## config.mk

```make
export PLATFORM = sky130hd
export DESIGN_NAME = vec_mem_sequencer
export DESIGN_NICKNAME = d
export VERILOG_FILES = /design/src/rtl/vec_mem_sequencer.sv
export SDC_FILE = /design/constraint.sdc
export NUM_CORES = 1
export LEC_CHECK = 0
export ABC_AREA = 1
export ABC_CLOCK_PERIOD_IN_PS = 14030
export CAP_MARGIN = 10
export CORE_UTILIZATION = 50
export CTS_CLUSTER_DIAMETER = 200
export DETAILED_ROUTE_END_ITERATION = 10
export PLACE_DENSITY = 0.92
export RECOVER_POWER = 25
export SKIP_CTS_REPAIR_TIMING = 1
export SLEW_MARGIN = 20
export SYNTH_ARGS = -nofsm -noshare
export SYNTH_HDL_FRONTEND = slang
export SYNTH_SLANG_ARGS = --single-unit
```

## constraint.sdc

```tcl
create_clock -name clk -period 14.03 [get_ports clk]
set_input_delay 2.1045 -clock clk [delete_from_list [all_inputs] [get_ports clk]]
set_output_delay 2.1045 -clock clk [all_outputs]
set_load 0.1 [all_outputs]
```

## src/rtl/vec_mem_sequencer.sv

```systemverilog
// Splits one LDV/STV into LANES element accesses (base+4*lane); done pulses one cycle after the last lane.
// Waits on mem_gnt/mem_rvalid; `VEC_MEM_TIMEOUT_EN` adds an abort after TIMEOUT idle cycles (err=1).
module vec_mem_sequencer #(
    parameter int LANES   = 4,
    parameter int DATA_W  = 32,
    parameter int ADDR_W  = 32,
    parameter int TIMEOUT = 16
) (
    input  logic                    clk,
    input  logic                    rst,
    input  logic                    req_valid,
    input  logic                    req_write,
    input  logic [ADDR_W-1:0]       req_addr,
    input  logic [LANES*DATA_W-1:0] req_wdata,
    output logic                    stall,
    output logic                    mem_req,
    output logic                    mem_we,
    output logic [ADDR_W-1:0]       mem_addr,
    output logic [DATA_W-1:0]       mem_wdata,
    input  logic                    mem_gnt,
    input  logic                    mem_rvalid,
    input  logic [DATA_W-1:0]       mem_rdata,
    output logic                    done,
    output logic [LANES*DATA_W-1:0] rdata,
    output logic                    err
);

    localparam int LW = (LANES > 1) ? $clog2(LANES) : 1;
    localparam logic [LW-1:0] LAST = LW'(LANES - 1);

    typedef enum logic [1:0] {S_IDLE, S_ISSUE, S_WAIT, S_DONE} state_t;

    state_t                    state_q;
    logic [LW-1:0]             lane_q;
    logic                      we_q;
    logic [ADDR_W-1:0]         base_q;
    logic [LANES*DATA_W-1:0]   wdata_q;
    logic [LANES*DATA_W-1:0]   rdata_q;
    logic                      mem_req_q;
    logic                      mem_we_q;
    logic [ADDR_W-1:0]         mem_addr_q;
    logic [DATA_W-1:0]         mem_wdata_q;
    logic                      done_q;
    logic                      err_q;

    logic                      in_issue;
    logic                      in_wait;
    logic                      capture;
    logic                      advance;
    logic                      progress;
    logic                      tmo_hit;
    logic [LW-1:0]             lane_nxt;

    assign in_issue = (state_q == S_ISSUE);
    assign in_wait  = (state_q == S_WAIT);
    // A load granted with its data in the same cycle skips WAIT entirely.
    assign capture  = (in_issue && mem_gnt && !we_q && mem_rvalid) || (in_wait && mem_rvalid);
    assign advance  = (in_issue && mem_gnt && we_q) || capture;
    assign progress = (in_issue && mem_gnt) || (in_wait && mem_rvalid);
    assign lane_nxt = lane_q + LW'(1);

`ifdef VEC_MEM_TIMEOUT_EN
    localparam int TW = $clog2(TIMEOUT + 1);
    logic [TW-1:0] tmo_q;

    assign tmo_hit = (in_issue || in_wait) && !progress && (tmo_q == TW'(TIMEOUT - 1));

    always_ff @(posedge clk or posedge rst) begin
        if (rst) begin
            tmo_q <= '0;
        end else if (!(in_issue || in_wait) || progress) begin
            tmo_q <= '0;
        end else begin
            tmo_q <= tmo_q + TW'(1);
        end
    end
`else
    logic unused_tmo_cfg;
    assign unused_tmo_cfg = (TIMEOUT > 0);
    assign tmo_hit        = 1'b0;
`endif

    always_ff @(posedge clk or posedge rst) begin
        if (rst) begin
            state_q     <= S_IDLE;
            lane_q      <= '0;
            we_q        <= 1'b0;
            base_q      <= '0;
            wdata_q     <= '0;
            rdata_q     <= '0;
            mem_req_q   <= 1'b0;
            mem_we_q    <= 1'b0;
            mem_addr_q  <= '0;
            mem_wdata_q <= '0;
            done_q      <= 1'b0;
            err_q       <= 1'b0;
        end else begin
            done_q <= 1'b0;
            err_q  <= 1'b0;
            case (state_q)
                S_IDLE: begin
                    if (req_valid) begin
                        we_q        <= req_write;
                        base_q      <= req_addr;
                        wdata_q     <= req_wdata;
                        lane_q      <= '0;
                        state_q     <= S_ISSUE;
                        mem_req_q   <= 1'b1;
                        mem_we_q    <= req_write;
                        mem_addr_q  <= req_addr;
                        mem_wdata_q <= req_wdata[DATA_W-1:0];
                    end
                end
                S_ISSUE, S_WAIT: begin
                    if (capture) begin
                        rdata_q[int'(lane_q)*DATA_W +: DATA_W] <= mem_rdata;
                    end
                    if (tmo_hit || (advance && lane_q == LAST)) begin
                        state_q   <= S_DONE;
                        done_q    <= 1'b1;
                        err_q     <= tmo_hit;
                        mem_req_q <= 1'b0;
                        mem_we_q  <= 1'b0;
                    end else if (advance) begin
                        lane_q      <= lane_nxt;
                        state_q     <= S_ISSUE;
                        mem_req_q   <= 1'b1;
                        mem_we_q    <= we_q;
                        mem_addr_q  <= base_q + (ADDR_W'(lane_nxt) << 2);
                        mem_wdata_q <= wdata_q[int'(lane_nxt)*DATA_W +: DATA_W];
                    end else if (in_issue && mem_gnt) begin
                        state_q   <= S_WAIT;
                        mem_req_q <= 1'b0;
                        mem_we_q  <= 1'b0;
                    end
                end
                S_DONE: begin
                    state_q <= S_IDLE;
                end
                default: begin
                    state_q <= S_IDLE;
                end
            endcase
        end
    end

    assign stall     = (state_q == S_IDLE && req_valid) || in_issue || in_wait;
    assign mem_req   = mem_req_q;
    assign mem_we    = mem_we_q;
    assign mem_addr  = mem_addr_q;
    assign mem_wdata = mem_wdata_q;
    assign done      = done_q;
    assign rdata     = rdata_q;
    assign err       = err_q;

endmodule

```

; Word-level counts from Yosys, hierarchy flattened
; Cells that the tools add are included.
[totals]
ff_bits = 360
latch_bits = 0
mem_bits_rw = 0
rom_bits = 0
in_bits = 198
elab_cells = 74
memories = 0
[classes]
add_sub_neg = 3
multipliers = 0
n_div = 0
magnitude_cmp = 0
eq_ne = 8
shifts = 3
n_mux = 29
n_bitwise = 0
reduce_logical = 20
[ops]
columns = op, n
row1 = 2-to-1 mux 32 bit, 6
row2 = bitwise mux 128 bit, 1
row3 = one-hot mux 32 bit (2 select lines), 2
row4 = "variable shift 32 x 33 -> 128 bit, first input constant", 1
row5 = indexed part select 128 x 8 -> 32 bit, 1
row6 = indexed part select 32 x 33 -> 128 bit, 1
row7 = negator 7 -> 33 bit, 1
row8 = adder 32 x 4 -> 32 bit, 1
row9 = 2-to-1 mux 2 bit, 7
row10 = 2-to-1 mux 1 bit, 9
row11 = logical AND 1 bit, 7
row12 = "equality test 2 bit, second input constant", 3
row13 = "inequality test 2 bit, second input constant", 3
row14 = one-hot mux 2 bit (3 select lines), 1
row15 = AND reduction 2 bit, 3
row16 = logical OR 1 bit, 4
row17 = "inequality test 4 bit, second input constant", 1
row18 = one-hot mux 1 bit (2 select lines), 2
row19 = one-hot mux 2 bit (2 select lines), 1
row20 = AND reduction 4 bit, 1
row21 = AND reduction 3 bit, 1
row22 = "adder 2 x 1 -> 2 bit, second input constant", 1
row23 = "equality test 2 x 1 -> 1 bit, second input constant", 1
row24 = logical NOT 2 bit, 1
row25 = other kinds (3), 3

; Longest topological paths before layout
[depth]
depth_word = 9
mapped_depth = 14
depth_no_buf = 12

; Least setup slack after synthesis
; No wires, ideal clock.
[synth_timing]
path_kind = in2out
from = in req_valid
to = out stall
t_arrival_ns = 3.358
required_ns = 11.925
setup_slack_ns = 8.568
path_stages = 5
n_path_buf = 3
path_cell_list = nand2_1 > buf_2 > buf_2 > buf_2 > nand2_1
[synth_between]
elab_chain_cells = 3
[synth_rtl]
columns = item, line
row1 = from (decl), 11  ; input logic req_valid,
row2 = logical AND 1 bit, 147  ; assign stall = (state_q == S_IDLE && req_valid) || in_issue || in_wait;
row3 = logical OR 1 bit (2 in a row), 147
row4 = to (decl), 15  ; output logic stall,
; No other way between the ends.

; Worst setup path in the final report
; Ends and elaborated chain as after synthesis.

==> reports/results.tsv <==
metric	value	unit
status	finished, violations left	
failing checks	capacitance limit, slew limit	
final hold vios	0	
ratio of cells with drive above 1 in the final layout	0.0830	
CP Max Fanout	65	
WP buf/inv	2	
DRT Wirelength	52.1	mm
largest net degree at the start of global routing	151	
flops & latches, synth	360	
CP Data Arrival Time	5.60	ns
Nets	2462	
Hold Startpoint	mem_addr[20]	
Post-route DRC	0	
Crit Reg-Reg Endpoint	wdata_q[54]	
Worst EP required	11.93	ns
yosys warns	0	
number of fill cells	2376	
Clock Tree Root	clkbuf_16	
Hold EP	mem_addr[20]	
Cells after DPL	2652	
via/cell ratio	5.66	
Final setup viols	0	
vias in the first global route	15300	
post-layout min period	7.70	ns
crit start category	primary input	
Setup CP Type	in2out	
period utilization	0.549	
initial antenna violation count	4	
Max Slew Vio Count	412	
TritonCTS clock tree	yes	
critical path's largest stage delay	1.30	ns
Mapped Area	16700	um^2
Site Rows	66	
CP delay by family, top	buffers and inverters	
Area growth syn-to-layout	31.4	%
CTS Buf Count	39	
Clk Latency, worst-skew pair	0.52	ns
DR WL/cell	19.1	um
initial drt markers	1679	
worst slew margin relative to its limit	-3.40	
clock transition at the registers of the reported paths	0.06	ns
sequence of cells on the critical path	dlygate4sd3_1, nand2_1, nand2_1, clkdlybuf4s50_1	
Core Region	32700	um^2
first-pass GRT wire length	80.3	mm
Gate Count Post-Synth	1922	
aggregate global routing overflow	0	
Hold Path Depth	2	
Most common cell on crit path	nand2_1	
DP Wirelength	34.4	mm
syn nets	2133	
Synth cell types	34	
Crit. End Element	primary output	
DRT Pass-1 Iters	8	
Vias	15400	
unrepaired setup endpoints after global routing	no	
ANT nets after route	0	
# IOs	395	
IO buf count	393	
Final Skew	0.0215	ns
H-tree depth	2	
Final Non-Filler Cells	2723	
pwr/cell area	281	nW/um^2
Bufs on Longest Clock Path	3	
worst hold-check path type	reg2reg	
commonest non-fill, non-tap cell in the layout	nand2_1	
die area	34100	um^2
height of the die	185	um
IR drop worst, VDD	0.224	mV
Max Cap Viol	6	
launching point of the worst reg2reg path	state_q[1]	
clock tree sinks	360	
worst slew pin tran	6.56	ns
initial core utilization	0.510	
Die Wd	185	um
setup_tns	0	ns
RePlAce Congestion	0.907	
mean post-synth cell area	8.68	um^2
FMAX	130	MHz
most frequent cells in the layout	637 x nand2_1, 389 x clkdlybuf4s50_1, 359 x dfrtp_1	
total global-route track usage	0.301	
post-synthesis sequential area ratio	0.540	
Leak Pwr	10.1	nW
reg-to-reg setup timing slack	9.25	ns
FF-to-FF path depth	6	
Slowest cell on crit path	nand2_1	
[synthesized netlist by cell type (all sizes together)]
cell      n  area (um^2)
nand2   638         2400
dfrtp   360         9010
nand3   217         1130
o21ai   196          981
nor2    118          479
mux2    100         1130
inv      95          357
buf      68          404
clkbuf   50          188
a21oi    26          130
o31ai    26          195
ha       12          150
mux2i     4         40.0
nand4     4         37.5
a31oi     2         12.5
a22oi     1         7.51
conb      1         3.75
fa        1         20.0
nor3      1         5.00
o211ai    1         7.51
or2       1         6.26
[worst max path at each step]
| stage | from | slack [ns] | to | depth (start not counted) |
|---|---|---|---|---|
| floorplan | rst | 1.94 | base_q[0] | 1 |
| global placement | req_valid | 7.50 | stall | 4 |
| detailed placement | req_valid | 7.49 | stall | 4 |
| CTS | req_valid | 7.47 | stall | 4 |
| global route | rst | 5.83 | lane_q[0] | 3 |
| finish | req_valid | 6.33 | stall | 4 |
[tightest hold or removal path, cell delays in order, from the launching register on]
cell	delay, ns
dfrtp_1	0.34
nand2_1	0.05
nand2_1	0.06
[flip-flops by register name (all words and copies together) (netlist names)]
name	count
rdata	128
wdata_q	128
base_q	32
mem_addr	32
mem_wdata	32
lane_q	2
state_q	2
done	1
mem_req	1
mem_we	1
we_q	1
[routing by layer]
layer,global-route usage,part of all wire,vias up
li1,-,-,6928
met1,0.354,0.36,7377
met2,0.501,0.48,914
met3,0.0792,0.10,192
met4,0.163,0.053,2
met5,0,0.00023,-
[power breakdown]
group          switching [mW]  total (mW)  internal (mW)  leakage, nW
clock                   0.412        1.03          0.618        0.639
sequential              0.260        1.71           1.45         4.55
combinational            2.51        3.42          0.911         4.91
[area by class of cell]
type                       instances  area [um^2]  area share
timing repair buffer             406         4030       0.183
clock inverter                    10          108     0.00490
multi-input combinational       1349         6700       0.305
sequential                       360         9010       0.411
clock buffer                      58         1180      0.0538
antenna                            3         7.51    0.000342
inverter                          95          358      0.0163
tap                              442          553      0.0252
[logic make-up (layout without fill, tap and decap cells)]
group,after synthesis,count (layout),synth area share
AO/OA/AOI/OAI,252,252,0.0799
buffers and inverters,213,569,0.0568
flip-flops,360,360,0.540
AND/OR/NAND/NOR,979,979,0.243
multiplexers,104,104,0.0699
other,1,4,0.000225
adder cells (fa/ha/maj),13,13,0.0102
[metrics by stage]
step | hold slack [ns] | utilization | area (um^2) | worst slack (ns) | total power, mW
final | 0.481 | 0.671 | 21900 | 6.33 | 6.16
after detailed placement | 0.464 | 0.634 | 20700 | 7.49 | 5.10
after CTS | 0.481 | 0.673 | 22000 | 7.47 | 6.15
after global placement | 0.463 | 0.634 | 20700 | 7.50 | 4.98
after global routing | 0.499 | 0.671 | 21900 | 5.83 | 6.48
after floorplan | 0.453 | - | 16700 | 1.94 | 4.21
(Power assumes the default switching activity.)
==> RTL edit: new RTL, same settings <==
Register the output `err` once more, with the module's reset; this adds one clock of latency there. The other outputs are not delayed to match. Comments in the files are not updated.
--- a/src/rtl/vec_mem_sequencer.sv
+++ b/src/rtl/vec_mem_sequencer.sv
@@ -153,3 +153,9 @@
     assign rdata     = rdata_q;
-    assign err       = err_q;
+    always_ff @(posedge clk or posedge rst) begin
+        if (rst) begin
+            err <= '0;
+        end else begin
+            err <= err_q;
+        end
+    end
 
Check against the original RTL: not settled (the Yosys comparison gave no result); the edit may change what the design does.
==> RTL edit against the unedited design <==
- hold slack worse by 0.89 ps
- worst setup slack better by 76 ps
- the run still ends with capacitance limit, slew limit left
- sequential cell count unchanged
- design area up 1.7%
- wire length up 3.8%
- total power down 4.0%
- synthesized area up 0.85%
- first-iteration DRC count down 11%
==> RTL edit: results (changes against the unedited design) <==
stage,metric,value,unit,change
outcome,violations,"capacitance limit, slew limit",,
cells_and_area,instances_no_fill,2797,,+2.7%
place,io_buffer_count,393,,unchanged
critical_path,crit_fanout,134,,+110%
logic_synthesis,synth_warnings,0,,unchanged
clock_tree,clock_latency,530,ps,
global_route,grt_max_degree,135,,-11%
clock_tree,clock_tree.root_cell,clkbuf_16,,
sta,slew_violations,187,,-55%
clock_tree,htreeDepth,2,,unchanged
place,numPlacedInstances,2725,,+2.8%
critical_path,worstPathArrival,8140,ps,+2540 ps
logic_synthesis,synth-seq-area-share,53.52,%,-0.45 points
routing,drtIter0Drc,1493,,-11%
sta,hold-worst-slack,479.7,ps,-0.8880 ps
routing,vias,15850,,+2.8%
logic_synthesis,synth_cell_types,30,,-12%
critical_path,critPathLaunch,rst,,
routing,dr.pass1.iters,7,,-1
clock_tree,cts_made_buffers,39,,unchanged
outcome,status,"finished, violations left",,
sta,fin_worst_skew,13.64,ps,-7.842 ps
logic_synthesis,synth_nets,2208,,+3.5%
routing,drc,0,,unchanged
global_route,grt_pass1_wl,84310,µm,+5.0%
global_route,grt_usage,31.46,%,+1.4 points
clock_tree,ctsLongestPathBuffers,3,,unchanged
critical_path,r2r-start,lane_q[0],,
logic_synthesis,synth_area_leaders,"dfrtp_1 (54%), nand2_1 (14%), nand3_1 (8.1%)",,
logic_synthesis,async_reset_ff_share,100.0,%,unchanged
critical_path,regToRegSetupSlack,10380,ps,+1130 ps
min_path,min_path_type,reg2reg,,
cells_and_area,drive_gt1_share,8.457,%,+0.16 points
sta,relSlewSlack,-281.4,%,+58 points
power,leakagePower,0.01093,µW,+8.3%
cells_and_area,finalNetCount,2536,,+3.0%
min_path,whs_endpoint,mem_wdata[28],,
power,ir_drop,0.0003031,V,+35%
logic_synthesis,syn_area_per_cell,8.429,µm²,-2.9%
critical_path,r2r_cells,7,,+1
place,gp_congestion,0.9069,,about the same
logic_synthesis,synthTopCellsByCount,"nand2_1 (619), dfrtp_1 (360), nand3_1 (271)",,
min_path,min_from,mem_wdata[28],,
place,hpwlAfterDp,35220,µm,+2.4%
routing,routed_wl,54110,µm,+3.8%
global_route,antenna_found_initial,1,,-3
flow_run,maxCapViolations,2,,-4
cells_and_area,fillers,2401,,+1.1%
power,p_sw,2981,µW,-6.3%
clock_tree,clk_pin_slew,60,ps,about the same
min_path,min_path_cells,2,,unchanged
critical_path,r2r_end,rdata[103],,
## RTL edit: changes by cell type after synthesis, sizes merged, moves of 2 or more
| cell | unedited run | this run |
|---|---|---|
| a21oi | 26 | 24 |
| clkbuf | 50 | 58 |
| inv | 95 | 123 |
| mux2 | 100 | 102 |
| nand2 | 638 | 620 |
| nand3 | 217 | 272 |
| o21ai | 196 | 223 |
| o31ai | 26 | 0 |
## RTL edit: routing by layer
metal  vias to the layer above  routed length [µm]  GRT usage (%)
met4                         0                2256          14.94
met3                       182                5504          7.259
met1                      7594               19340          37.43
met2                       928               27010          53.77
met5                         -                   0              0
li1                       7144                   -              -
## RTL edit: per-stage QoR
| stage | setup WS [ps] | total power [µW] | area [µm²] |
|---|---|---|---|
| 3_5_place_dp | 7603 | 4797 | 21000 |
| 3_3_place_gp | 7638 | 4676 | 21000 |
| 5_1_grt | 5307 | 6223 | 22320 |
| 4_1_cts | 7602 | 5902 | 22320 |
| 2_1_floorplan | 1935 | 3971 | 16830 |
| 6_report | 6406 | 5909 | 22320 |
## RTL edit: how the worst max path moves through the flow
stage	to
floorplan	base_q[0]
global placement	stall
detailed placement	stall
CTS	stall
global route	wdata_q[101]
finish	wdata_q[100]
## RTL edit: power groups by stage
stage / registers, µW / clock network [µW] / logic (µW)
after CTS: 1690 / 1090 / 3130
final: 1700 / 1070 / 3140
after global routing: 1740 / 1130 / 3360
after detailed placement: 1700 / 0 / 3100
after floorplan: 2640 / 0 / 1330
after global placement: 1680 / 0 / 3000
## RTL edit: cell type report
type	count	area (µm²)	area share [%]
Clock buffer	54	1102	4.939
Antenna cell	2	5.005	0.02242
Sequential cell	360	9012	40.38
Tap cell	442	553.0	2.478
Multi-Input combinational cell	1387	6854	30.71
Clock inverter	15	219.0	0.9811
Timing Repair Buffer	414	4108	18.40
Inverter	123	465.4	2.085
## RTL edit: critical path, stage by stage
cell	delay (ps)
dlygate4sd3_1	540
clkinvlp_2	3120
clkbuf_1	990
buf_16	360
buf_4	810
## RTL edit: cells by family (layout without fill, tap and decap cells)
group / after synthesis / after routing / share of synthesized area (%)
multiplexers: 106 / 106 / 7.061
XOR/XNOR: 1 / 1 / 0.05204
other: 1 / 3 / 0.02228
AND/OR/NAND/NOR: 1015 / 1015 / 24.82
adder cells (fa/ha/maj): 13 / 13 / 1.011
buffers and inverters: 250 / 606 / 5.998
AO/OA/AOI/OAI: 251 / 251 / 7.522
flip-flops: 360 / 360 / 53.52
